[config.mk]
export PLATFORM = sky130hd
export DESIGN_NAME = wb_stage
export DESIGN_NICKNAME = d
export VERILOG_FILES = /design/src/rtl/wb_pkg.sv /design/src/rtl/wb_load_align.sv /design/src/rtl/wb_stage.sv
export SDC_FILE = /design/constraint.sdc
export NUM_CORES = 1
export LEC_CHECK = 0
export CAP_MARGIN = 20
export CORE_ASPECT_RATIO = 0.75
export CORE_MARGIN = 2
export CORE_UTILIZATION = 42
export CTS_CLUSTER_DIAMETER = 30
export DETAILED_ROUTE_END_ITERATION = 6
export PLACE_DENSITY = 0.82
export SETUP_SLACK_MARGIN = 0.5
export SLEW_MARGIN = 25
export SYNTH_ARGS = -nofsm -noshare
export SYNTH_HDL_FRONTEND = slang
export SYNTH_SLANG_ARGS = --single-unit
[constraint.sdc]
create_clock -name clk -period 1.8 [get_ports clk]
set_input_delay 0.36 -clock clk [delete_from_list [all_inputs] [get_ports clk]]
set_output_delay 0.36 -clock clk [all_outputs]
set_load 0.02 [all_outputs]
[src/rtl/wb_pkg.sv]
`default_nettype none
// ============================================================================
// Module      : wb_pkg
// Description : Shared definitions for the writeback stage. Holds the RISC-V
//               load funct3 encodings and the writeback FSM state encoding.
// Ports       : none (package)
// Revision    : 1.0 - initial release
// ============================================================================
package wb_pkg;

   // Load width/sign encodings carried in funct3
   localparam logic [2:0] F3_LB  = 3'b000;
   localparam logic [2:0] F3_LH  = 3'b001;
   localparam logic [2:0] F3_LW  = 3'b010;
   localparam logic [2:0] F3_LBU = 3'b100;
   localparam logic [2:0] F3_LHU = 3'b101;

   // Writeback FSM states
   typedef enum logic [0:0] {
      ST_IDLE     = 1'b0,
      ST_WAIT_RSP = 1'b1
   } wb_state_t;

endpackage : wb_pkg
`default_nettype wire

[src/rtl/wb_load_align.sv]
`default_nettype none
// ============================================================================
// Module      : load_align
// Description : Combinational load data alignment. Selects the byte/half/word
//               addressed by addr_lo from the raw aligned memory word and
//               sign- or zero-extends it according to funct3. Unknown funct3
//               encodings are treated as a full-word load.
// Ports       : i_funct3  [2:0]  load width/sign encoding
//               i_addr_lo [1:0]  byte offset within the word
//               i_rdata   [31:0] raw aligned memory word
//               o_wdata   [31:0] aligned, extended write data
// Revision    : 1.0 - initial release
// ============================================================================
module load_align
   import wb_pkg::*;
(
   input  logic [2:0]  i_funct3,
   input  logic [1:0]  i_addr_lo,
   input  logic [31:0] i_rdata,
   output logic [31:0] o_wdata
);

   logic [7:0]  w_byte;
   logic [15:0] w_half;

   always_comb begin
      w_byte = 8'h00;
      case (i_addr_lo)
         2'd0:    w_byte = i_rdata[7:0];
         2'd1:    w_byte = i_rdata[15:8];
         2'd2:    w_byte = i_rdata[23:16];
         default: w_byte = i_rdata[31:24];
      endcase
   end

   // Halfword select ignores addr_lo[0]; misaligned halves are not split
   assign w_half = i_addr_lo[1] ? i_rdata[31:16] : i_rdata[15:0];

   always_comb begin
      o_wdata = i_rdata;
      case (i_funct3)
         F3_LB:   o_wdata = {{24{w_byte[7]}}, w_byte};
         F3_LH:   o_wdata = {{16{w_half[15]}}, w_half};
         F3_LBU:  o_wdata = {24'h000000, w_byte};
         F3_LHU:  o_wdata = {16'h0000, w_half};
         default: o_wdata = i_rdata;
      endcase
   end

endmodule : load_align
`default_nettype wire

[src/rtl/wb_stage.sv]
`default_nettype none
// ============================================================================
// Module      : wb_stage
// Description : Pipeline writeback stage. Non-load instructions retire with
//               one-cycle latency; loads wait in WAIT_RSP for the data memory
//               response, which is aligned and written back. A load with no
//               response for LOAD_TIMEOUT cycles is aborted with an err_o pulse.
// Config      : WB_INSTRET_EN - when defined, adds the 64-bit retired
//               instruction counter output instret_o.
// Ports       : clk, rst (async active-low)
//               mem_valid_i/mem_ready_o       MEM-stage handshake
//               mem_rd_i, mem_wen_i, mem_is_load_i, mem_funct3_i,
//               mem_addr_lo_i, mem_result_i   retiring instruction fields
//               dmem_rsp_valid_i, dmem_rdata_i load response
//               reg_waddr_o, reg_wdata_o, reg_wen_o  register-file write port
//               err_o                         load-timeout pulse
//               instret_o [63:0]              (WB_INSTRET_EN only)
// Revision    : 1.0 - initial release
// ============================================================================
module wb_stage
   import wb_pkg::*;
#(
   parameter int LOAD_TIMEOUT = 255
) (
   input  logic        clk,
   input  logic        rst,
   input  logic        mem_valid_i,
   output logic        mem_ready_o,
   input  logic [4:0]  mem_rd_i,
   input  logic        mem_wen_i,
   input  logic        mem_is_load_i,
   input  logic [2:0]  mem_funct3_i,
   input  logic [1:0]  mem_addr_lo_i,
   input  logic [31:0] mem_result_i,
   input  logic        dmem_rsp_valid_i,
   input  logic [31:0] dmem_rdata_i,
   output logic [4:0]  reg_waddr_o,
   output logic [31:0] reg_wdata_o,
   output logic        reg_wen_o,
   output logic        err_o
`ifdef WB_INSTRET_EN
   ,
   output logic [63:0] instret_o
`endif
);

   localparam int CNT_W = (LOAD_TIMEOUT < 2) ? 1 : $clog2(LOAD_TIMEOUT + 1);

   wb_state_t          r_state;
   logic [CNT_W-1:0]   r_cnt;
   logic [4:0]         r_rd;
   logic               r_wen;
   logic [2:0]         r_funct3;
   logic [1:0]         r_addr_lo;

   logic [CNT_W-1:0]   w_cnt_inc;
   logic               w_timeout;
   logic [31:0]        w_load_data;

   assign mem_ready_o = (r_state == ST_IDLE);

   // Timeout fires on the miss cycle that would bring the count to LOAD_TIMEOUT
   assign w_cnt_inc = r_cnt + 1'b1;
   assign w_timeout = (w_cnt_inc == CNT_W'(LOAD_TIMEOUT));

   load_align u_load_align (
      .i_funct3  (r_funct3),
      .i_addr_lo (r_addr_lo),
      .i_rdata   (dmem_rdata_i),
      .o_wdata   (w_load_data)
   );

   always_ff @(posedge clk or negedge rst) begin
      if (!rst) begin
         r_state     <= ST_IDLE;
         r_cnt       <= '0;
         r_rd        <= 5'd0;
         r_wen       <= 1'b0;
         r_funct3    <= 3'd0;
         r_addr_lo   <= 2'd0;
         reg_waddr_o <= 5'd0;
         reg_wdata_o <= 32'd0;
         reg_wen_o   <= 1'b0;
         err_o       <= 1'b0;
      end else begin
         reg_wen_o <= 1'b0;
         err_o     <= 1'b0;
         case (r_state)
            ST_IDLE: begin
               if (mem_valid_i) begin
                  if (mem_is_load_i) begin
                     r_rd      <= mem_rd_i;
                     r_wen     <= mem_wen_i;
                     r_funct3  <= mem_funct3_i;
                     r_addr_lo <= mem_addr_lo_i;
                     r_cnt     <= '0;
                     r_state   <= ST_WAIT_RSP;
                  end else if (mem_wen_i && (mem_rd_i != 5'd0)) begin
                     // Address/data only move on a real write so they hold otherwise
                     reg_wen_o   <= 1'b1;
                     reg_waddr_o <= mem_rd_i;
                     reg_wdata_o <= mem_result_i;
                  end
               end
            end
            ST_WAIT_RSP: begin
               // Response has priority over a coincident timeout
               if (dmem_rsp_valid_i) begin
                  if (r_wen && (r_rd != 5'd0)) begin
                     reg_wen_o   <= 1'b1;
                     reg_waddr_o <= r_rd;
                     reg_wdata_o <= w_load_data;
                  end
                  r_state <= ST_IDLE;
               end else if (w_timeout) begin
                  err_o   <= 1'b1;
                  r_cnt   <= '0;
                  r_state <= ST_IDLE;
               end else begin
                  r_cnt <= w_cnt_inc;
               end
            end
            default: r_state <= ST_IDLE;
         endcase
      end
   end

`ifdef WB_INSTRET_EN
   logic w_retire;

   // Every accepted non-load and every answered load retires; timeouts do not
   assign w_retire = ((r_state == ST_IDLE) && mem_valid_i && !mem_is_load_i) ||
                     ((r_state == ST_WAIT_RSP) && dmem_rsp_valid_i);

   always_ff @(posedge clk or negedge rst) begin
      if (!rst) begin
         instret_o <= 64'd0;
      end else if (w_retire) begin
         instret_o <= instret_o + 64'd1;
      end
   end
`endif

endmodule : wb_stage
`default_nettype wire

==> results of run 1 <==
==> sequential cells by signal (all words and copies together) (netlist names) <==
register / count
r_rd: 5
reg_wen_o: 1
r_state: 1
r_funct3: 3
r_addr_lo: 2
r_cnt: 8
reg_waddr_o: 5
r_wen: 1
err_o: 1
reg_wdata_o: 32
==> layer usage <==
layer	track usage	up-vias	routed length (µm)
li1	-	1742	-
met1	0.3580	1948	5279
met2	0.4366	259	6750
met3	0.07378	38	1373
met4	0.08285	0	371
met5	0	-	0
==> worst paths after layout <==
kind / end / slack, ps
setup / recovery: reg_wdata_o[21]$_DFFE_PN0P_ / -160
hold / removal: r_cnt[2]$_DFFE_PN0P_ / 8
setup reg to reg: reg_wdata_o[21]$_DFFE_PN0P_ / -160
hold reg to reg: reg_wdata_o[25]$_DFFE_PN0P_ / 510
max in group asynchronous: r_addr_lo[1]$_DFFE_PN0P_ / 1520
min in group clk: r_rd[3]$_DFFE_PN0P_ / 470
==> cells in the final DEF (no fill, tap or decap), types with 7 or more instances in the layout <==
cell,netlist,layout
sky130_fd_sc_hd__a21oi_2,0,9
sky130_fd_sc_hd__a221oi_1,16,16
sky130_fd_sc_hd__a32oi_1,7,7
sky130_fd_sc_hd__buf_2,5,34
sky130_fd_sc_hd__buf_4,2,48
sky130_fd_sc_hd__buf_6,1,17
sky130_fd_sc_hd__clkbuf_8,0,10
sky130_fd_sc_hd__clkdlybuf4s50_1,0,77
sky130_fd_sc_hd__dfrtp_1,59,54
sky130_fd_sc_hd__mux2_4,0,11
sky130_fd_sc_hd__mux2i_1,23,23
sky130_fd_sc_hd__nand2_1,18,13
sky130_fd_sc_hd__nand2b_1,11,10
sky130_fd_sc_hd__nand3_1,32,26
sky130_fd_sc_hd__nor2_1,26,26
sky130_fd_sc_hd__nor2b_1,8,7
sky130_fd_sc_hd__nor3_2,0,10
sky130_fd_sc_hd__nor3b_1,9,8
sky130_fd_sc_hd__o21ai_0,18,8
sky130_fd_sc_hd__o221ai_1,8,8
sky130_fd_sc_hd__o31ai_2,0,10
==> cell families (layout without fill, tap and decap cells) <==
group | after synthesis | count (layout) | share of synthesized area
multiplexers | 36 | 36 | 0.1108
AND/OR/NAND/NOR | 134 | 134 | 0.2004
flip-flops | 59 | 59 | 0.4216
AO/OA/AOI/OAI | 100 | 100 | 0.2083
buffers and inverters | 38 | 210 | 0.04680
adder cells (fa/ha/maj) | 2 | 2 | 0.007144
XOR/XNOR | 2 | 2 | 0.005003
==> worst max-delay path, cell delays in order <==
cell and delay, ps:
sky130_fd_sc_hd__clkdlybuf4s50_1 560, sky130_fd_sc_hd__mux2i_1 160, sky130_fd_sc_hd__buf_4 180, sky130_fd_sc_hd__a221oi_4 320
sky130_fd_sc_hd__buf_12 180, sky130_fd_sc_hd__a221oi_1 110, sky130_fd_sc_hd__o31ai_2 310
==> layout make-up <==
class,count,share of cell area
clock buffers,12,0.02503
clock inverters,4,0.008630
inverters,7,0.005394
multi-input cells,274,0.3840
flip-flops and latches,59,0.2557
well taps,105,0.02265
repair buffers,187,0.2986
==> stage by stage <==
step	worst slack [ps]	instances	utilization	cell area, µm²
2_1_floorplan	64.82	371	-	3552
5_1_grt	-171.2	648	0.7260	5799
4_1_cts	-50.92	628	0.6778	5414
3_3_place_gp	-397.8	597	0.6278	5015
3_5_place_dp	-450.9	597	0.6278	5015
6_report	-162.0	648	0.7260	5799
==> timing repair <==
item / CTS / global route
setup buffers: 13 / 16
resized for setup: 229 / 50
gates cloned: 2 / 4
setup endpoints to repair: 99 / 74
endpoints found under the hold margin: 0 / 0
pin swaps: 14 / 9
==> power by group through the flow <==
stage / clock (µW) / combinational, µW / sequential (µW)
after floorplan: 0 / 1070 / 2400
after global placement: 0 / 2640 / 2050
final: 1230 / 3150 / 2100
after detailed placement: 0 / 2730 / 2070
after CTS: 1220 / 2680 / 2060
after global routing: 1320 / 3340 / 2130
==> impl_metrics.xml, run 1 <==
<?xml version="1.0" encoding="UTF-8"?>
<metrics>
  <group name="synthesis">
    <metric name="synth_cell_types" unit="">48</metric>
    <metric name="avgSynthCellArea" unit="µm²">9.440</metric>
    <metric name="synth_top_area_cell" unit="">sky130_fd_sc_hd__dfrtp_1</metric>
    <metric name="synth_nets" unit="">453</metric>
    <metric name="synth_async_sr_flop_share" unit="">1.000</metric>
    <metric name="netlist_top_cells_count" unit="">sky130_fd_sc_hd__dfrtp_1, sky130_fd_sc_hd__nand3_1, sky130_fd_sc_hd__nor2_1, sky130_fd_sc_hd__clkbuf_1, sky130_fd_sc_hd__mux2i_1</metric>
    <metric name="synth_area" unit="µm²">3502</metric>
    <metric name="postSynthCellCount" unit="">371</metric>
    <metric name="postSynthRegisterBits" unit="">59</metric>
    <metric name="synth_most_common_cell" unit="">sky130_fd_sc_hd__dfrtp_1</metric>
    <metric name="count_of_flip_flops_with_a_built_in_enable_after_synthesis" unit="">0</metric>
    <metric name="ys_dominant_reg_cell" unit="">sky130_fd_sc_hd__dfrtp_1</metric>
    <metric name="synth_top_cells_by_area" unit="">sky130_fd_sc_hd__dfrtp_1, sky130_fd_sc_hd__mux2i_1, sky130_fd_sc_hd__nand3_1</metric>
    <metric name="synth_top_cell_area_share" unit="">0.4216</metric>
    <metric name="ys_seq_area_frac" unit="">0.4216</metric>
    <metric name="yosys_warnings" unit="">0</metric>
  </group>
  <group name="floorplan">
    <metric name="fp.dieW" unit="µm">109.4</metric>
    <metric name="initial_core_util" unit="">0.4384</metric>
    <metric name="design.core.area" unit="µm²">7988</metric>
    <metric name="rows" unit="">28</metric>
    <metric name="design.portCount" unit="">120</metric>
    <metric name="die-area" unit="µm²">9092</metric>
    <metric name="die_h" unit="µm">83.08</metric>
  </group>
  <group name="grt">
    <metric name="antenna_found_initial" unit="">0</metric>
    <metric name="grt_pass1_vias" unit="">3765</metric>
    <metric name="maximum_number_of_pins_on_one_net_before_global_route_repair" unit="">60</metric>
    <metric name="grt_usage" unit="">0.2725</metric>
    <metric name="grt_first_pass_wirelength" unit="µm">19120</metric>
    <metric name="grt.overflow.total" unit="">0</metric>
  </group>
  <group name="timing">
    <metric name="setup_slack" unit="ps">-162.0</metric>
    <metric name="slew_headroom" unit="">0.7089</metric>
    <metric name="tightest_slew" unit="ps">436.6</metric>
    <metric name="rsz0062_at_grt" unit="">true</metric>
    <metric name="fin_hold_ws" unit="ps">8.498</metric>
    <metric name="post-route-period-util" unit="">1.090</metric>
    <metric name="final_hold_viol_count" unit="">0</metric>
    <metric name="timing.fmax" unit="MHz">509.7</metric>
    <metric name="final_number_of_max_transition_violations" unit="">0</metric>
    <metric name="finalSetupTns" unit="ps">-3497</metric>
    <metric name="min_period" unit="ps">1962</metric>
    <metric name="report.final.setup_viol" unit="">38</metric>
    <metric name="skew" unit="ps">10.47</metric>
  </group>
  <group name="route">
    <metric name="routed_wirelength" unit="µm">13780</metric>
    <metric name="first_iter_violations" unit="">355</metric>
    <metric name="drtAntennaViolNets" unit="">0</metric>
    <metric name="detailedRoute.firstPassIterationCount" unit="">5</metric>
    <metric name="via_per_inst" unit="">6.153</metric>
    <metric name="route.vias.total" unit="">3987</metric>
    <metric name="drt-wirelength-per-cell" unit="µm">21.26</metric>
    <metric name="drt_drc_violations_left" unit="">0</metric>
  </group>
  <group name="pwr">
    <metric name="internal_power" unit="µW">3912</metric>
    <metric name="p_per_area" unit="nW/µm²">1117</metric>
    <metric name="design_power_total" unit="µW">6477</metric>
    <metric name="peakVddDrop" unit="µV">726.5</metric>
    <metric name="switchingPower" unit="µW">2565</metric>
    <metric name="static_leakage" unit="µW">0.002490</metric>
    <metric name="p_clk_frac" unit="">0.189</metric>
    <metric name="power.sequential.fraction" unit="">0.324</metric>
    <metric name="swShare" unit="">0.3960</metric>
    <metric name="proportion_of_power_drawn_by_combinational_gates" unit="">0.487</metric>
  </group>
  <group name="layout">
    <metric name="regArea" unit="µm²">1483</metric>
    <metric name="antennaDiodeCount" unit="">0</metric>
    <metric name="multiInputGateArea" unit="µm²">2227</metric>
    <metric name="layout.filler_cells" unit="">548</metric>
    <metric name="finish.net_count" unit="">620</metric>
    <metric name="drive_above_1_share" unit="">0.3867</metric>
    <metric name="synth_to_layout_area_growth" unit="%">65.59</metric>
  </group>
  <group name="worst_setup_path">
    <metric name="timing.reg2reg.worst_path_depth" unit="">6</metric>
    <metric name="timing.critical_path.arrival" unit="ps">2190</metric>
    <metric name="setup.worst_path.start" unit="">dmem_rdata_i[7]</metric>
    <metric name="cp.required" unit="ps">2030</metric>
    <metric name="worst_setup_path_start_kind" unit="">primary input</metric>
    <metric name="end_kind" unit="">flop</metric>
    <metric name="timing.critical_path.fanout_max" unit="">17</metric>
    <metric name="worst-setup-path-type" unit="">in2reg</metric>
    <metric name="worst_reg2reg_path_startpoint" unit="">r_addr_lo[0]$_DFFE_PN0P_</metric>
  </group>
  <group name="clock_network">
    <metric name="cts_tree" unit="">built</metric>
    <metric name="ctsHtreeMaxLevel" unit="">3</metric>
    <metric name="cts.reportedPaths.clkPinSlew" unit="ps">70</metric>
    <metric name="clk-insertion-delay-late" unit="ps">350</metric>
    <metric name="numCtsBuffers" unit="">9</metric>
    <metric name="clk_root_buffer_cell" unit="">sky130_fd_sc_hd__clkbuf_8</metric>
    <metric name="count_of_hold_buffers_inserted_by_post_cts_repair" unit="">0</metric>
    <metric name="max_buffers_root_to_sink" unit="">2</metric>
    <metric name="cts.sink_count" unit="">59</metric>
  </group>
  <group name="flow_run">
    <metric name="max_cap_viol_count" unit="">0</metric>
  </group>
  <group name="placement">
    <metric name="gp_congestion" unit="">0.9622</metric>
    <metric name="dp.final_hpwl" unit="µm">8297</metric>
    <metric name="port-buffer-count" unit="">119</metric>
  </group>
  <group name="status">
    <metric name="failed_checks" unit="">negative setup slack</metric>
    <metric name="status" unit="">finished with violations</metric>
  </group>
  <group name="hold_path">
    <metric name="holdCritPathClass" unit="">in2async</metric>
  </group>
</metrics>
Note: power is estimated with default switching activity, not from simulation.
==> run 2, diff against run 1 <==
--- a/config.mk
+++ b/config.mk
@@ -12,6 +12,7 @@
 export CTS_CLUSTER_DIAMETER = 30
 export DETAILED_ROUTE_END_ITERATION = 6
 export PLACE_DENSITY = 0.82
+export RECOVER_POWER = 50
 export SETUP_SLACK_MARGIN = 0.5
 export SLEW_MARGIN = 25
 export SYNTH_ARGS = -nofsm -noshare
==> impl_metrics.xml, run 2 (synthesis gave the netlist of run 1 again) <==
<?xml version="1.0" encoding="UTF-8"?>
<metrics>
  <group name="status">
    <metric name="status" unit="">finished with violations</metric>
    <metric name="failed_checks" unit="">negative setup slack</metric>
  </group>
  <group name="pwr">
    <metric name="switchingPower" unit="µW">2571</metric>
    <metric name="peakVddDrop" unit="µV">726.6</metric>
    <metric name="p_clk_frac" unit="">0.190</metric>
    <metric name="static_leakage" unit="µW">0.002481</metric>
    <metric name="swShare" unit="">0.3968</metric>
    <metric name="internal_power" unit="µW">3908</metric>
    <metric name="power.sequential.fraction" unit="">0.323</metric>
    <metric name="p_per_area" unit="nW/µm²">1120</metric>
    <metric name="proportion_of_power_drawn_by_combinational_gates" unit="">0.486</metric>
  </group>
  <group name="route">
    <metric name="maxUsedRoutingLayer" unit="">met4</metric>
    <metric name="routed_wirelength" unit="µm">13820</metric>
    <metric name="drt_drc_violations_left" unit="">0</metric>
    <metric name="drt-met1-wl" unit="µm">5260</metric>
    <metric name="detailroute.wirelength.met3" unit="µm">1383</metric>
    <metric name="route.vias.total" unit="">4001</metric>
    <metric name="drt-wirelength-per-cell" unit="µm">21.32</metric>
    <metric name="via_per_inst" unit="">6.174</metric>
    <metric name="detailroute.wirelength.met2" unit="µm">6792</metric>
    <metric name="detailedRoute.firstPassIterationCount" unit="">5</metric>
    <metric name="drtAntennaViolNets" unit="">0</metric>
    <metric name="first_iter_violations" unit="">354</metric>
  </group>
  <group name="timing">
    <metric name="setup_slack" unit="ps">-153.7</metric>
    <metric name="skew" unit="ps">10.50</metric>
    <metric name="report.final.setup_viol" unit="">38</metric>
    <metric name="slew_headroom" unit="">0.02567</metric>
    <metric name="post-route-period-util" unit="">1.085</metric>
    <metric name="timing.fmax" unit="MHz">511.9</metric>
    <metric name="final_number_of_max_transition_violations" unit="">0</metric>
    <metric name="final_hold_viol_count" unit="">0</metric>
    <metric name="rsz0062_at_grt" unit="">true</metric>
    <metric name="min_period" unit="ps">1954</metric>
    <metric name="finalSetupTns" unit="ps">-3381</metric>
    <metric name="tightest_slew" unit="ps">1461</metric>
  </group>
  <group name="hold_path">
    <metric name="holdCritPathClass" unit="">in2async</metric>
  </group>
  <group name="floorplan">
    <metric name="initial_core_util" unit="">0.4384</metric>
    <metric name="fp.dieW" unit="µm">109.4</metric>
    <metric name="design.portCount" unit="">120</metric>
    <metric name="design.core.area" unit="µm²">7988</metric>
    <metric name="die_h" unit="µm">83.08</metric>
    <metric name="die-area" unit="µm²">9092</metric>
    <metric name="rows" unit="">28</metric>
  </group>
  <group name="clock_network">
    <metric name="max_buffers_root_to_sink" unit="">2</metric>
    <metric name="clk_root_buffer_cell" unit="">sky130_fd_sc_hd__clkbuf_8</metric>
    <metric name="cts.sink_count" unit="">59</metric>
    <metric name="clk-insertion-delay-late" unit="ps">350</metric>
    <metric name="cts.reportedPaths.clkPinSlew" unit="ps">70</metric>
    <metric name="numCtsBuffers" unit="">9</metric>
    <metric name="count_of_hold_buffers_inserted_by_post_cts_repair" unit="">0</metric>
    <metric name="cts_tree" unit="">built</metric>
    <metric name="ctsHtreeMaxLevel" unit="">3</metric>
  </group>
  <group name="layout">
    <metric name="drive_above_1_share" unit="">0.3849</metric>
    <metric name="antennaDiodeCount" unit="">0</metric>
    <metric name="largest_reg_flops" unit="">32</metric>
    <metric name="layout.core_utilization" unit="">0.7240</metric>
    <metric name="layout.cells.most_common_list" unit="">sky130_fd_sc_hd__clkdlybuf4s50_1, sky130_fd_sc_hd__dfrtp_1, sky130_fd_sc_hd__buf_4</metric>
    <metric name="mostFrequentLayoutCell" unit="">sky130_fd_sc_hd__clkdlybuf4s50_1</metric>
    <metric name="finish.net_count" unit="">620</metric>
    <metric name="largest_register" unit="">reg_wdata_o</metric>
    <metric name="synth_to_layout_area_growth" unit="%">65.13</metric>
    <metric name="largest_registers" unit="">reg_wdata_o x32, r_cnt x8</metric>
  </group>
  <group name="placement">
    <metric name="dp.final_hpwl" unit="µm">8297</metric>
    <metric name="gp_congestion" unit="">0.9622</metric>
    <metric name="port-buffer-count" unit="">119</metric>
  </group>
  <group name="worst_setup_path">
    <metric name="cp.required" unit="ps">2010</metric>
    <metric name="end_kind" unit="">flop</metric>
    <metric name="timing.reg2reg.worst_path_depth" unit="">6</metric>
    <metric name="timing.critical_path.fanout_max" unit="">17</metric>
    <metric name="timing.critical_path.arrival" unit="ps">2170</metric>
    <metric name="worst-setup-path-type" unit="">reg2reg</metric>
    <metric name="worst_setup_path_start_kind" unit="">flop</metric>
  </group>
  <group name="grt">
    <metric name="grt_first_pass_wirelength" unit="µm">19120</metric>
    <metric name="maximum_number_of_pins_on_one_net_before_global_route_repair" unit="">60</metric>
    <metric name="grt.overflow.total" unit="">0</metric>
    <metric name="grt_pass1_vias" unit="">3765</metric>
    <metric name="grt_usage" unit="">0.2725</metric>
    <metric name="antenna_found_initial" unit="">0</metric>
  </group>
  <group name="flow_run">
    <metric name="max_cap_viol_count" unit="">0</metric>
  </group>
</metrics>
run 2: cell types whose count changed in the layout (fill, tap and decap cells not counted):
cell,change
sky130_fd_sc_hd__buf_12,-1
sky130_fd_sc_hd__buf_2,-1
sky130_fd_sc_hd__clkbuf_1,+1
sky130_fd_sc_hd__clkbuf_2,+1
run 2: routing by layer:
metal	GRT usage	vias to the layer above
li1	-	1741
met1	0.3580	1963
met2	0.4366	258
met3	0.07378	39
met4	0.08285	0
met5	0	-
run 2: critical path: stages, from the launching register on:
cell and delay [ps]:
sky130_fd_sc_hd__dfrtp_1 520, sky130_fd_sc_hd__mux2i_1 350, sky130_fd_sc_hd__buf_4 190, sky130_fd_sc_hd__a221oi_4 70, sky130_fd_sc_hd__buf_12 160, sky130_fd_sc_hd__a221oi_1 380, sky130_fd_sc_hd__o31ai_2 140
run 2: repair_timing:
| item | in CTS | in global routing |
|---|---|---|
| setup buffers | 13 | 16 |
| gates cloned | 2 | 4 |
| endpoints found under the setup margin | 99 | 74 |
| pin swaps | 14 | 9 |
| resized for setup | 229 | 50 |
run 2: metrics by stage:
step           cell area [µm²]  cells  total power [µW]  hold WS, ps  setup WS, ps
2_1_floorplan             3552    371              3463        64.41         64.82
3_3_place_gp              5015    597              4696        383.8        -397.8
3_5_place_dp              5015    597              4799        384.5        -450.9
4_1_cts                   5414    628              5956        21.57        -50.92
5_1_grt                   5783    648              6780        468.9        -171.2
6_report                  5783    648              6479        443.6        -153.7
run 2: power groups by stage:
stage / combinational [µW] / sequential [µW] / clock [µW]
finish: 3150 / 2100 / 1230
global route: 3340 / 2130 / 1320
CTS: 2680 / 2060 / 1220
detailed placement: 2730 / 2070 / 0
global placement: 2640 / 2050 / 0
floorplan: 1070 / 2400 / 0
run 2: final cells by class:
class,count,area (µm²)
flip-flops and latches,59,1483
clock buffers,12,145.1
inverters,7,31.28
well taps,105,131.4
multi-input cells,274,2227
fillers,551,2205
clock inverters,4,50.05
repair buffers,187,1715
run 2: path summary, 6_finish.rpt:
check	slack, ps	startpoint	to
min in group clk	470	mem_rd_i[3]	r_rd[3]$_DFFE_PN0P_
setup reg to reg	-150	r_addr_lo[0]$_DFFE_PN0P_	reg_wdata_o[21]$_DFFE_PN0P_
max in group asynchronous	390	rst	r_addr_lo[1]$_DFFE_PN0P_
hold reg to reg	510	reg_wdata_o[25]$_DFFE_PN0P_	reg_wdata_o[25]$_DFFE_PN0P_
setup / recovery	-150	r_addr_lo[0]$_DFFE_PN0P_	reg_wdata_o[21]$_DFFE_PN0P_
hold / removal	440	rst	reg_wdata_o[4]$_DFFE_PN0P_
